==> config.mk <==
export PLATFORM = sky130hd
export DESIGN_NAME = pipeline_mem_wb
export DESIGN_NICKNAME = d
export VERILOG_FILES = /design/src/rtl/pipeline_mem_wb_pkg.sv /design/src/rtl/pipeline_mem_wb_dmem_handshake.sv /design/src/rtl/pipeline_mem_wb.sv
export SDC_FILE = /design/constraint.sdc
export NUM_CORES = 1
export LEC_CHECK = 0
export ABC_AREA = 1
export ABC_CLOCK_PERIOD_IN_PS = 1400
export CORE_ASPECT_RATIO = 1.5
export CORE_MARGIN = 4
export CORE_UTILIZATION = 40
export CTS_CLUSTER_DIAMETER = 50
export DETAILED_ROUTE_END_ITERATION = 10
export PLACE_DENSITY_LB_ADDON = 0.1
export REMOVE_ABC_BUFFERS = 1
export SKIP_CTS_REPAIR_TIMING = 1
export SLEW_MARGIN = 30
export SYNTH_ARGS = -nofsm -noshare
export SYNTH_HDL_FRONTEND = slang
export SYNTH_SLANG_ARGS = --single-unit
==> constraint.sdc <==
create_clock -name CLK -period 1.4 [get_ports CLK]
set_input_delay 0.21 -clock CLK [delete_from_list [all_inputs] [get_ports CLK]]
set_output_delay 0.21 -clock CLK [all_outputs]
set_load 0.05 [all_outputs]
==> src/rtl/pipeline_mem_wb_pkg.sv <==
// Shared types for the MEM/WB stage: handshake state, word-align mask and the
// W-stage bundle consumed by writeback and the forwarding unit.
package pipe_pkg;

  typedef enum logic [0:0] {
    IDLE = 1'b0,
    WAIT = 1'b1
  } mem_state_t;

  localparam logic [31:0] WORD_ALIGN_MASK = 32'hFFFF_FFFC;

  typedef struct packed {
    logic        regWrite;
    logic        memtoReg;
    logic        fwd;
    logic        stop;
    logic [31:0] readData;
    logic [31:0] aluOut;
    logic [4:0]  writeReg;
  } wb_bus_t;

  function automatic logic [31:0] wordAddr(input logic [31:0] byteAddr);
    return byteAddr & WORD_ALIGN_MASK;
  endfunction

endpackage

==> src/rtl/pipeline_mem_wb_dmem_handshake.sv <==
// Data-memory request/ack handshake: IDLE/WAIT FSM, wait counter, request
// latch and Mealy stall generation.
module dmem_handshake
  import pipe_pkg::*;
#(
  parameter int MAX_WAIT = 15
) (
  input  logic        CLK,
  input  logic        RST_N,
  input  logic        accReq,
  input  logic        writeReq,
  input  logic [31:0] addrIn,
  input  logic [31:0] wdataIn,
  input  logic        DMemAck,
  output logic        DMemReq,
  output logic        DMemWe,
  output logic [31:0] DMemAddr,
  output logic [31:0] DMemWData,
  output logic        StallM,
  output logic        accDone,
  output logic        accTimeout
);

  localparam logic [7:0] MAX_CNT = 8'(MAX_WAIT);

  mem_state_t  stateR;
  mem_state_t  stateNext;
  logic [7:0]  cntR;
  logic [7:0]  cntNext;
  logic        weR;
  logic [31:0] addrR;
  logic [31:0] wdataR;
  logic        reqS;
  logic        weS;
  logic        stallS;

  // State, wait counter and request-field latch
  always_ff @(posedge CLK) begin
    if (!RST_N) begin
      stateR <= IDLE;
      cntR   <= 8'd0;
      weR    <= 1'b0;
      addrR  <= 32'd0;
      wdataR <= 32'd0;
    end else begin
      stateR <= stateNext;
      cntR   <= cntNext;
      if (stateR == IDLE && accReq) begin
        weR    <= writeReq;
        addrR  <= wordAddr(addrIn);
        wdataR <= wdataIn;
      end
    end
  end

  // Next-state and counter update; an ack in the last wait cycle beats the timeout
  always_comb begin
    stateNext = stateR;
    cntNext   = cntR;
    case (stateR)
      IDLE: begin
        if (accReq && !DMemAck) begin
          stateNext = WAIT;
          cntNext   = 8'd1;
        end else begin
          stateNext = IDLE;
          cntNext   = 8'd0;
        end
      end
      WAIT: begin
        if (DMemAck || cntR == MAX_CNT) begin
          stateNext = IDLE;
          cntNext   = 8'd0;
        end else begin
          stateNext = WAIT;
          cntNext   = cntR + 8'd1;
        end
      end
      default: begin
        stateNext = IDLE;
        cntNext   = 8'd0;
      end
    endcase
  end

  // Request fields, stall and completion strobes
  always_comb begin
    reqS       = 1'b0;
    weS        = 1'b0;
    DMemAddr   = wordAddr(addrIn);
    DMemWData  = wdataIn;
    stallS     = 1'b0;
    accDone    = 1'b0;
    accTimeout = 1'b0;
    case (stateR)
      IDLE: begin
        if (accReq) begin
          reqS    = 1'b1;
          weS     = writeReq;
          stallS  = !DMemAck;
          accDone = DMemAck;
        end else begin
          reqS = 1'b0;
        end
      end
      WAIT: begin
        reqS      = 1'b1;
        weS       = weR;
        DMemAddr  = addrR;
        DMemWData = wdataR;
        if (DMemAck) begin
          accDone = 1'b1;
        end else if (cntR == MAX_CNT) begin
          accTimeout = 1'b1;
        end else begin
          stallS = 1'b1;
        end
      end
      default: begin
        reqS = 1'b0;
      end
    endcase
  end

  assign DMemReq = reqS & RST_N;
  assign DMemWe  = weS & RST_N;
  assign StallM  = stallS & RST_N;

endmodule

==> src/rtl/pipeline_mem_wb.sv <==
// MEM stage and MEM/WB register of the MIPS32 pipeline. Defining
// PIPE_MISALIGN_CHECK_EN suppresses misaligned accesses and adds sticky MisalignW.
module pipeline_mem_wb
  import pipe_pkg::*;
#(
  parameter int MAX_WAIT = 15
) (
  input  logic        CLK,
  input  logic        RST_N,
  input  logic        RegWriteM,
  input  logic        MemtoRegM,
  input  logic        MemWriteM,
  input  logic        LoadM,
  input  logic        FwdMM,
  input  logic        StopM,
  input  logic [31:0] ALUOutM,
  input  logic [31:0] WriteDataM,
  input  logic [4:0]  WriteRegM,
  output logic        DMemReq,
  output logic        DMemWe,
  output logic [31:0] DMemAddr,
  output logic [31:0] DMemWData,
  input  logic [31:0] DMemRData,
  input  logic        DMemAck,
  output logic        StallM,
  output logic        RegWriteW,
  output logic        MemtoRegW,
  output logic        FwdMW,
  output logic        StopW,
  output logic [31:0] ReadDataW,
  output logic [31:0] ALUOutW,
  output logic [4:0]  WriteRegW,
  output logic        HaltW,
  output logic        BusErrW
`ifdef PIPE_MISALIGN_CHECK_EN
  ,
  output logic        MisalignW
`endif
);

  logic    accS;
  logic    misalignS;
  logic    issueS;
  logic    accDone;
  logic    accTimeout;
  wb_bus_t mBus;
  wb_bus_t wR;
  wb_bus_t wNext;
  logic    haltR;
  logic    busErrR;

  assign accS = LoadM | MemWriteM;

`ifdef PIPE_MISALIGN_CHECK_EN
  logic misalignR;
  // A stalled access is already aligned, so this only ever fires from IDLE
  assign misalignS = accS & (ALUOutM[1:0] != 2'b00);
  assign MisalignW = misalignR;
`else
  assign misalignS = 1'b0;
`endif

  assign issueS = accS & ~misalignS;

  dmem_handshake #(
    .MAX_WAIT (MAX_WAIT)
  ) u_handshake (
    .CLK        (CLK),
    .RST_N      (RST_N),
    .accReq     (issueS),
    .writeReq   (MemWriteM),
    .addrIn     (ALUOutM),
    .wdataIn    (WriteDataM),
    .DMemAck    (DMemAck),
    .DMemReq    (DMemReq),
    .DMemWe     (DMemWe),
    .DMemAddr   (DMemAddr),
    .DMemWData  (DMemWData),
    .StallM     (StallM),
    .accDone    (accDone),
    .accTimeout (accTimeout)
  );

  // Next W-register contents: capture, bubble, or suppressed misaligned access
  always_comb begin
    mBus.regWrite = RegWriteM;
    mBus.memtoReg = MemtoRegM;
    mBus.fwd      = FwdMM;
    mBus.stop     = StopM;
    mBus.readData = wR.readData;
    mBus.aluOut   = ALUOutM;
    mBus.writeReg = WriteRegM;
    wNext         = mBus;
    if (misalignS) begin
      wNext.regWrite = 1'b0;
    end else if (StallM || accTimeout) begin
      wNext          = wR;
      wNext.regWrite = 1'b0;
      wNext.memtoReg = 1'b0;
      wNext.stop     = 1'b0;
    end else if (accDone && LoadM) begin
      wNext.readData = DMemRData;
    end else begin
      wNext = mBus;
    end
  end

  // W register and sticky status flags
  always_ff @(posedge CLK) begin
    if (!RST_N) begin
      wR      <= '0;
      haltR   <= 1'b0;
      busErrR <= 1'b0;
`ifdef PIPE_MISALIGN_CHECK_EN
      misalignR <= 1'b0;
`endif
    end else begin
      wR      <= wNext;
      haltR   <= haltR | wNext.stop;
      busErrR <= busErrR | accTimeout;
`ifdef PIPE_MISALIGN_CHECK_EN
      misalignR <= misalignR | misalignS;
`endif
    end
  end

  assign RegWriteW = wR.regWrite;
  assign MemtoRegW = wR.memtoReg;
  assign FwdMW     = wR.fwd;
  assign StopW     = wR.stop;
  assign ReadDataW = wR.readData;
  assign ALUOutW   = wR.aluOut;
  assign WriteRegW = wR.writeReg;
  assign HaltW     = haltR;
  assign BusErrW   = busErrR;

endmodule

==> results, run 1 <==
- The maximum clock frequency is 562 MHz.
- Walking the worst path, the cells encountered are clkdlybuf4s50_1, nor2_1, buf_4, nor2_4, nand3_2, inv_2, nor2_4, inv_2, buf_12.
- The number of antenna violations at the first check in global routing is 2.
- The kind of end point of the critical path is an output port.
- After layout, the worst setup slack is -0.379 ns.
- The max-slew violation total from the final report came to 0.
- The total standard cell area after synthesis is 6370 sq um.
- The tightest min-delay check is of the in2reg type.
- The checks that failed: negative setup slack.
- The later-pin clock latency in the skew report is 0.42 ns.
- VDD sags by at most about 0.00077 V.
- The analysis attributes to cell leakage a power of 5.77 nW.
- In the final layout, the multi-input gates occupy 2940 sq um.
- The average cell area after synthesis is 6.90 sq um.
- The share of the cycle needed by the critical path after routing is 127%.
- The global-route wire length before repair is 33200 um.
- At the end of routability-driven placement, the weighted congestion stood at 0.792.
- The instance area after placement is 11000 sq um.
- The die area is around 18000 sq um.
- The kind of start point of the critical path is a primary input.
- Summed over all layers, the global routing overflow is 0.
- The total I/O pin count is 252.
- The final clock skew is 0.0114 ns.
- Counting flops with a built-in enable in the synthesized netlist gives 0.
- For the worst setup path, the data required time is between 1 and 1.5 ns.
- Final hold analysis gives a worst-case slack of 0.269 ns.
- The cell type group with the largest total delay on the critical path is buffers and inverters.
- The critical path's slowest cell is sky130_fd_sc_hd__clkdlybuf4s50_1.
- The die extent in y is around 160 um.
- In this run the horizontal extent of the chip is 111 um.
- For this run, the slowest stage of the critical path takes 0.53 ns.
- After synthesis, the share of flip-flops with an asynchronous set or reset is 0%.
- Among all flip-flop cells after synthesis, the most frequent one is sky130_fd_sc_hd__dfxtp_1.
- Measured on the finished design, the core utilization comes to 79.7%.
- For this design the ratio of total power to cell area is 1180 nW/um^2.
- The hold violation count in the final report was 0.
- The final routed wirelength across all metal layers is 22300 um.
- The number of buffers on the longest clock path is 2.
- In this run the clock root is driven by a sky130_fd_sc_hd__clkbuf_16.
- Counting I/O delays and the setup requirement, the final critical path takes 1.78 ns.
- The critical path in this run is classified as in2out.
- The final route contains 7061 vias.
- Entering global routing, the biggest net connects 83 pins.
- The number of H-tree levels is 4.
- The post-route antenna net violation count is 0.
- The flow ran to the end, but the final reports show violations.
- The Yosys step of the flow raised 0 warnings.
- The share of the Yosys chip area taken by registers is 46.2%.
- The count of buffers added on input and output ports is 249.
- Global routing used 22.4% of the available tracks.
- The count of routing violations after the opening detailed-route iteration is 227.
- The core area is 15600 sq um.
- Data arrives at the worst endpoint at 1.57 ns.
- The area used by sequential logic in the layout is 2950 sq um.
- After floorplanning, the core was divided into 56 placement rows.
- The post-placement worst setup slack is -0.491 ns.
- The post-synthesis cell type count is 23.
- The via count of the first global-routing pass was 6854.
- Summed over all nets, the half-perimeter wirelength after detailed placement is 14700 um.
- The count of max-cap constraint violations is 0.
- Once layout is done, the placed cells without fillers occupy between 10000 and 15000 sq um.
- The sum of negative setup slack is -29.62 ns.
- Along the worst path, the maximum fanout reaches 4.
- The synthesis-stage register bit count is 147.
- The synthesis-to-layout area growth is 95.7%.
- Dividing the detail-routed via count by the number of cells gives 4.86.
- The first TritonRoute pass finished after 5 iterations.
- The critical path contains buffers and inverters numbering 5 combined.
- The number of instances in the synthesized netlist is 923.
- The final setup violation count is 158.
- Setup repair after global routing could not meet its margin everywhere.
- The routed length per placed instance is approximately 15 um.
- TritonCTS built the clock tree.
- The initial standard-cell utilization of the core is 40.7%.
- The fraction of final layout cells with drive strength greater than 1 is 29.2%.
- The tree built by TritonCTS fans out to ~150 sinks.
- The number of filler instances in the final layout is ~1000.
- The post-layout net count is 1348.
- The DRC violation count after routing is 0.
- The number of buffers inserted during clock tree synthesis is 17.
- The post-CTS clock slew at the launch and capture registers of the worst setup and hold paths is 0.06 ns.
final timing paths:
| check | slack [ns] | to | from | depth (start not counted) |
|---|---|---|---|---|
| worst max register to register | -0.21 | ALUOutW[20]$_SDFFE_PN0N_ | u_handshake.stateR$_SDFF_PN0_ | 9 |
| worst max-delay path | -0.38 | StallM | MemWriteM | 9 |
| worst min-delay path | 0.27 | ALUOutW[29]$_SDFFE_PN0N_ | RST_N | 4 |
| worst min register to register | 0.48 | u_handshake.wdataR[11]$_SDFFE_PN0P_ | u_handshake.wdataR[11]$_SDFFE_PN0P_ | 2 |
metal layers:
layer / global-route usage (%) / part of all wire [%] / vias to the layer above
met5: 0 / 0 / -
met4: 11.1 / 2.9 / 0
met3: 8.03 / 7.5 / 40
met2: 40.8 / 54 / 247
met1: 22.6 / 36 / 3232
li1: - / - / 3542
flip-flops by register name, indices dropped and copies added (netlist names):
| register | count |
|---|---|
| FwdMW | 1 |
| u_handshake.stateR | 1 |
| MemtoRegW | 1 |
| u_handshake.cntR | 8 |
| u_handshake.wdataR | 32 |
| WriteRegW | 5 |
| StopW | 1 |
| u_handshake.weR | 1 |
| u_handshake.addrR | 30 |
| HaltW | 1 |
| ALUOutW | 32 |
| RegWriteW | 1 |
| ReadDataW | 32 |
| BusErrW | 1 |
cells by family (layout without fill, tap and decap cells):
kind of cell / count (synthesis) / after routing / share of synthesized area, %
AOI/OAI and AO/OA: 198 / 198 / 16.9
DFF: 147 / 147 / 46.2
buffers and inverters: 226 / 551 / 13.7
adders and majority gates: 1 / 1 / 0.197
and+or+nand+nor: 348 / 348 / 22.6
xor gates and xnor gates: 2 / 2 / 0.275
other: 1 / 4 / 0.0589
worst reg2reg max path: cells and delay by family (launching register included):
family / cells / cell delay, ns
simple gates: 5 / 0.51
buf+inv: 4 / 0.62
flops: 1 / 0.39
Yosys cell counts, types with 8 or more instances:
| library cell | count | area, sq um |
|---|---|---|
| sky130_fd_sc_hd__dfxtp_1 | 147 | 2940 |
| sky130_fd_sc_hd__inv_1 | 152 | 571 |
| sky130_fd_sc_hd__clkbuf_1 | 47 | 176 |
| sky130_fd_sc_hd__a21oi_1 | 38 | 190 |
| sky130_fd_sc_hd__nand2_1 | 150 | 563 |
| sky130_fd_sc_hd__nor2_1 | 148 | 556 |
| sky130_fd_sc_hd__a211oi_1 | 30 | 225 |
| sky130_fd_sc_hd__buf_2 | 13 | 65.1 |
| sky130_fd_sc_hd__o21ai_0 | 128 | 641 |
| sky130_fd_sc_hd__nand4_1 | 41 | 257 |
| sky130_fd_sc_hd__inv_2 | 8 | 30.0 |
cell usage in the layout, fill, tap and decap left out, types with 7 or more instances in the layout:
cell                              count
sky130_fd_sc_hd__nand2_2             11
sky130_fd_sc_hd__a21oi_1             36
sky130_fd_sc_hd__o21ai_2             24
sky130_fd_sc_hd__nor2_1             140
sky130_fd_sc_hd__buf_6                8
sky130_fd_sc_hd__inv_2                9
sky130_fd_sc_hd__dfxtp_1            143
sky130_fd_sc_hd__nand2_4              7
sky130_fd_sc_hd__nand4_1             41
sky130_fd_sc_hd__inv_1              150
sky130_fd_sc_hd__buf_12             155
sky130_fd_sc_hd__o21ai_1             40
sky130_fd_sc_hd__buf_4               77
sky130_fd_sc_hd__o21ai_0             54
sky130_fd_sc_hd__clkdlybuf4s50_1    108
sky130_fd_sc_hd__a211oi_1            30
sky130_fd_sc_hd__clkbuf_16           22
sky130_fd_sc_hd__o21ai_4             11
sky130_fd_sc_hd__nand2_1            132
power by group:
| group | total [mW] | switching (mW) | internal (mW) |
|---|---|---|---|
| clock | 5.05 | 1.84 | 3.21 |
| sequential | 4.79 | 0.254 | 4.53 |
| combinational | 4.85 | 2.55 | 2.30 |
| total | 14.7 | 4.64 | 10.0 |
cell type report:
cell class              instances  area share, %
clock inverters                12           1.64
clock buffers                  19           3.56
multi-input cells             551           23.6
repair buffers                359           40.5
diodes                          2         0.0402
flip-flops and latches        147           23.7
inverters                     161           4.94
well taps                     203           2.04
stage by stage:
| stage | power [mW] | instances |
|---|---|---|
| 4_1_cts | 14.4 | 1432 |
| 5_1_grt | 15.3 | 1454 |
| 3_3_place_gp | 9.29 | 1401 |
| 3_5_place_dp | 9.36 | 1401 |
| 6_report | 14.7 | 1454 |
| 2_1_floorplan | 6.82 | 859 |
Note: power is estimated with default switching activity, not from simulation.
==> inputs of run 2 (changes only) <==
==> constraint.sdc (replaced) <==
create_clock -name CLK -period 1.4 [get_ports CLK]
set_input_delay 0.28 -clock CLK [delete_from_list [all_inputs] [get_ports CLK]]
set_output_delay 0.28 -clock CLK [all_outputs]
set_load 0.05 [all_outputs]
==> run 2 against run 1 <==
Effect of this change: the run still ends with negative setup slack left; total power decreased by 0.28%; wire length increased by 15%; first-iteration DRC count increased by 18%; worst setup slack got worse by 0.051 ns; register-to-register slack got worse by 0.18 ns; maximum frequency decreased by 2.8%; count of clock-buffer cells in the layout increased by 1; critical path depth decreased by 2; clock skew about the same; critical path type is now reg2out.
==> results, run 2 (same netlist as run 1, synthesis figures left out) <==
- The number of H-tree levels is 4 (unchanged).
- The clock period minus worst slack was 1.83 ns (+0.0506 ns).
- The final clock skew is 0.0119 ns (+0.000487 ns).
- The detail-routed via count per cell is 5.01 (+3.1%).
- The share of the cycle needed by the critical path after routing came to 131% (+3.6 points).
- The fraction of final layout cells with drive strength greater than 1 is 35.3% (+6.1 points).
- The die extent in y is 163 um (unchanged).
- The final worst-path setup slack is -0.430 ns (-0.0506 ns).
- The final HPWL from detailed placement was 14500 um (-1.4%).
- The number of antenna violations at the first check in global routing is 0 (-2).
- By startpoint and endpoint, the worst setup path is classified as reg2out.
- The cell type group with the largest total delay on the critical path is simple AND/OR/NAND/NOR gates.
- The run finished, with violations left.
- The die area is 18000 sq um (unchanged).
- For the pin with the worst max-slew slack, the measured transition is 0.510 ns.
- The post-route antenna net violation count is 0 (unchanged).
- The total I/O pin count was 252 (unchanged).
- The relative slew slack is 66.0%.
- The later-pin clock latency in the skew report is 0.42 ns (about the same).
- The post-layout net count is 1383 (+2.6%).
- The routed length per placed instance was 17.2 um (+12%).
- The final setup violation count was 170 (+7.6%).
- The cell count of the worst hold path was 4 (unchanged).
- The count of input and output buffers was 249 (unchanged).
- The reg2reg setup slack is -0.39 ns (-0.18 ns).
- The static power due to leakage is 6.05 nW (+4.8%).
- The DRC violation count after routing is 0 (unchanged).
- The leftover overflow at the end of global routing is 0 (unchanged).
- The number of buffers on the longest clock path came to 2 (unchanged).
- The worst hold path class is in2reg.
- The via count of the first global-routing pass came to 6691 (-2.4%).
- The clock root buffer is sky130_fd_sc_hd__clkbuf_16.
- The post-placement worst setup slack was -0.736 ns (-0.245 ns).
- The largest voltage drop on the vdd net is 0.000831 V (+7.9%).
- The global-route wire length before repair is 32800 um (-1.1%).
- The required time of the worst setup path is 1.12 ns (-0.07 ns).
- The number of search-and-repair iterations in the first detailed-routing pass came to 5 (unchanged).
- The core area is 15600 sq um (unchanged).
- The chip width is 111 um (unchanged).
- The cell that appears most often on the critical path is sky130_fd_sc_hd__nor2_4.
- The number of inserted diodes came to 0 (-2).
- The sum of negative setup slack came to -45.38 ns (-15.76 ns).
- The post-CTS clock slew at the launch and capture registers of the worst setup and hold paths is 0.06 ns (about the same).
- The largest driver fanout on the critical path is 3 (-1).
- The most frequent standard cell in the layout excluding fill and tap cells is sky130_fd_sc_hd__buf_12.
- The number of rows in the core area is 56 (unchanged).
- The worst setup path is captured at an output port.
- The buffering stage count on the worst path with inverters included was 2 (-3).
- The number of cells on the worst reg-to-reg path is 12 (+3).
- The max-slew violation total from the final report is 0 (unchanged).
- The final routed wirelength across all metal layers came to 25600 um (+15%).
- The count of max-cap constraint violations is 0 (unchanged).
- The routability congestion estimate from global placement is 0.819 (+3.4%).
- STA classifies the critical path startpoint as a flop.
- The total power per unit cell area was 1120 nW/um^2 (-5.3%).
- The checks that failed: negative setup slack.
- The count of routing violations after the opening detailed-route iteration came to 267 (+18%).
- The arrival time of the worst setup path came to 1.55 ns (-0.02 ns).
- The critical path's slowest cell is sky130_fd_sc_hd__dfxtp_2.
- Walking the worst path, the cells encountered are ha_4, nand3_4, nor2_4, nor2_4, nor2_4, inv_2, buf_12.
- The maximum number of pins on one net before global-route repair is 96 (+16%).
- The hold violation count in the final report is 0 (unchanged).
- The clock net sink count is 147 (unchanged).
- The destination of the worst hold path is WriteRegW[0]$_SDFFE_PN0N_.
- The global-route total usage across every layer is 22.2% (-0.28 points).
- Setup repair after global routing could not meet its margin everywhere.
- Compared with the post-synthesis result, the final layout area differs by 106%.
- The maximum clock frequency came to 546 MHz (-2.8%).
- The destination of the worst register-to-register timing path is ALUOutW[13]$_SDFFE_PN0N_.
- The number of vias in the routed layout is 7446 (+5.5%).
- The library cells used most frequently in the layout, excluding fill and tap cells, are 154 x sky130_fd_sc_hd__buf_12, 144 x sky130_fd_sc_hd__dfxtp_1, 143 x sky130_fd_sc_hd__inv_1.
- The startpoint of the most critical hold path is RST_N.
- The initial standard-cell utilization of the core is 40.7% (unchanged).
- The TritonCTS clock tree is yes.
- The largest incremental delay on the critical path is 0.36 ns (-0.17 ns).
- The number of buffers inserted during clock tree synthesis came to 17 (unchanged).
- The launch point of the worst reg-to-reg path is u_handshake.cntR[0]$_SDFF_PN0_.
[run 2: per-stage QoR]
step           area [sq um]  hold slack (ns)  std cells  util [%]  total power, mW
6_report              13100            0.342       1487      84.0             14.6
5_1_grt               13100            0.334       1487      84.0             15.2
4_1_cts               11800            0.306       1450      75.3             13.9
3_5_place_dp          11200            0.442       1419      71.6             9.40
3_3_place_gp          11200            0.433       1419      71.6             9.33
2_1_floorplan          6100            0.387        859         -             6.82
[run 2: final cells by class]
class / instances / area, sq um
sequential: 147 / 2950
timing repair buffer: 394 / 5540
clock buffer: 20 / 447
inverter: 161 / 608
clock inverter: 11 / 128
multi-input combinational: 551 / 3190
tap: 203 / 254
fill: 883 / 2500
[run 2: how the worst max path moves through the flow]
stage	from	endpoint	slack, ns	cells past startpoint
final	u_handshake.cntR[0]$_SDFF_PN0_	StallM	-0.43	7
after global placement	LoadM	u_handshake.wdataR[17]$_SDFFE_PN0P_	-0.67	9
after global routing	u_handshake.cntR[0]$_SDFF_PN0_	StallM	-0.50	7
after floorplan	u_handshake.stateR$_SDFF_PN0_	ALUOutW[0]$_SDFFE_PN0N_	-4.32	6
after CTS	u_handshake.cntR[0]$_SDFF_PN0_	StallM	-0.75	7
after detailed placement	MemWriteM	u_handshake.wdataR[23]$_SDFFE_PN0P_	-0.74	9
[run 2: layer usage]
metal  GRT usage (%)  part of all wire, %
met2            40.6                   53
met1            23.3                   36
met3            8.18                  7.4
met4            7.68                  3.8
met5               0                    0
[run 2: worst reg2reg max path, delay by kind of cell (launching register included)]
kind / cells / cell delay, ns
buffers and inverters: 5 / 0.66
flip-flops: 1 / 0.34
adder cells (fa/ha/maj): 1 / 0.17
AND/OR/NAND/NOR: 6 / 0.55
[run 2: power breakdown]
| part | switching [mW] | internal, mW | total [mW] |
|---|---|---|---|
| clock | 1.85 | 2.68 | 4.53 |
| sequential | 0.259 | 4.53 | 4.79 |
| combinational | 2.78 | 2.54 | 5.33 |
| total | 4.90 | 9.75 | 14.6 |
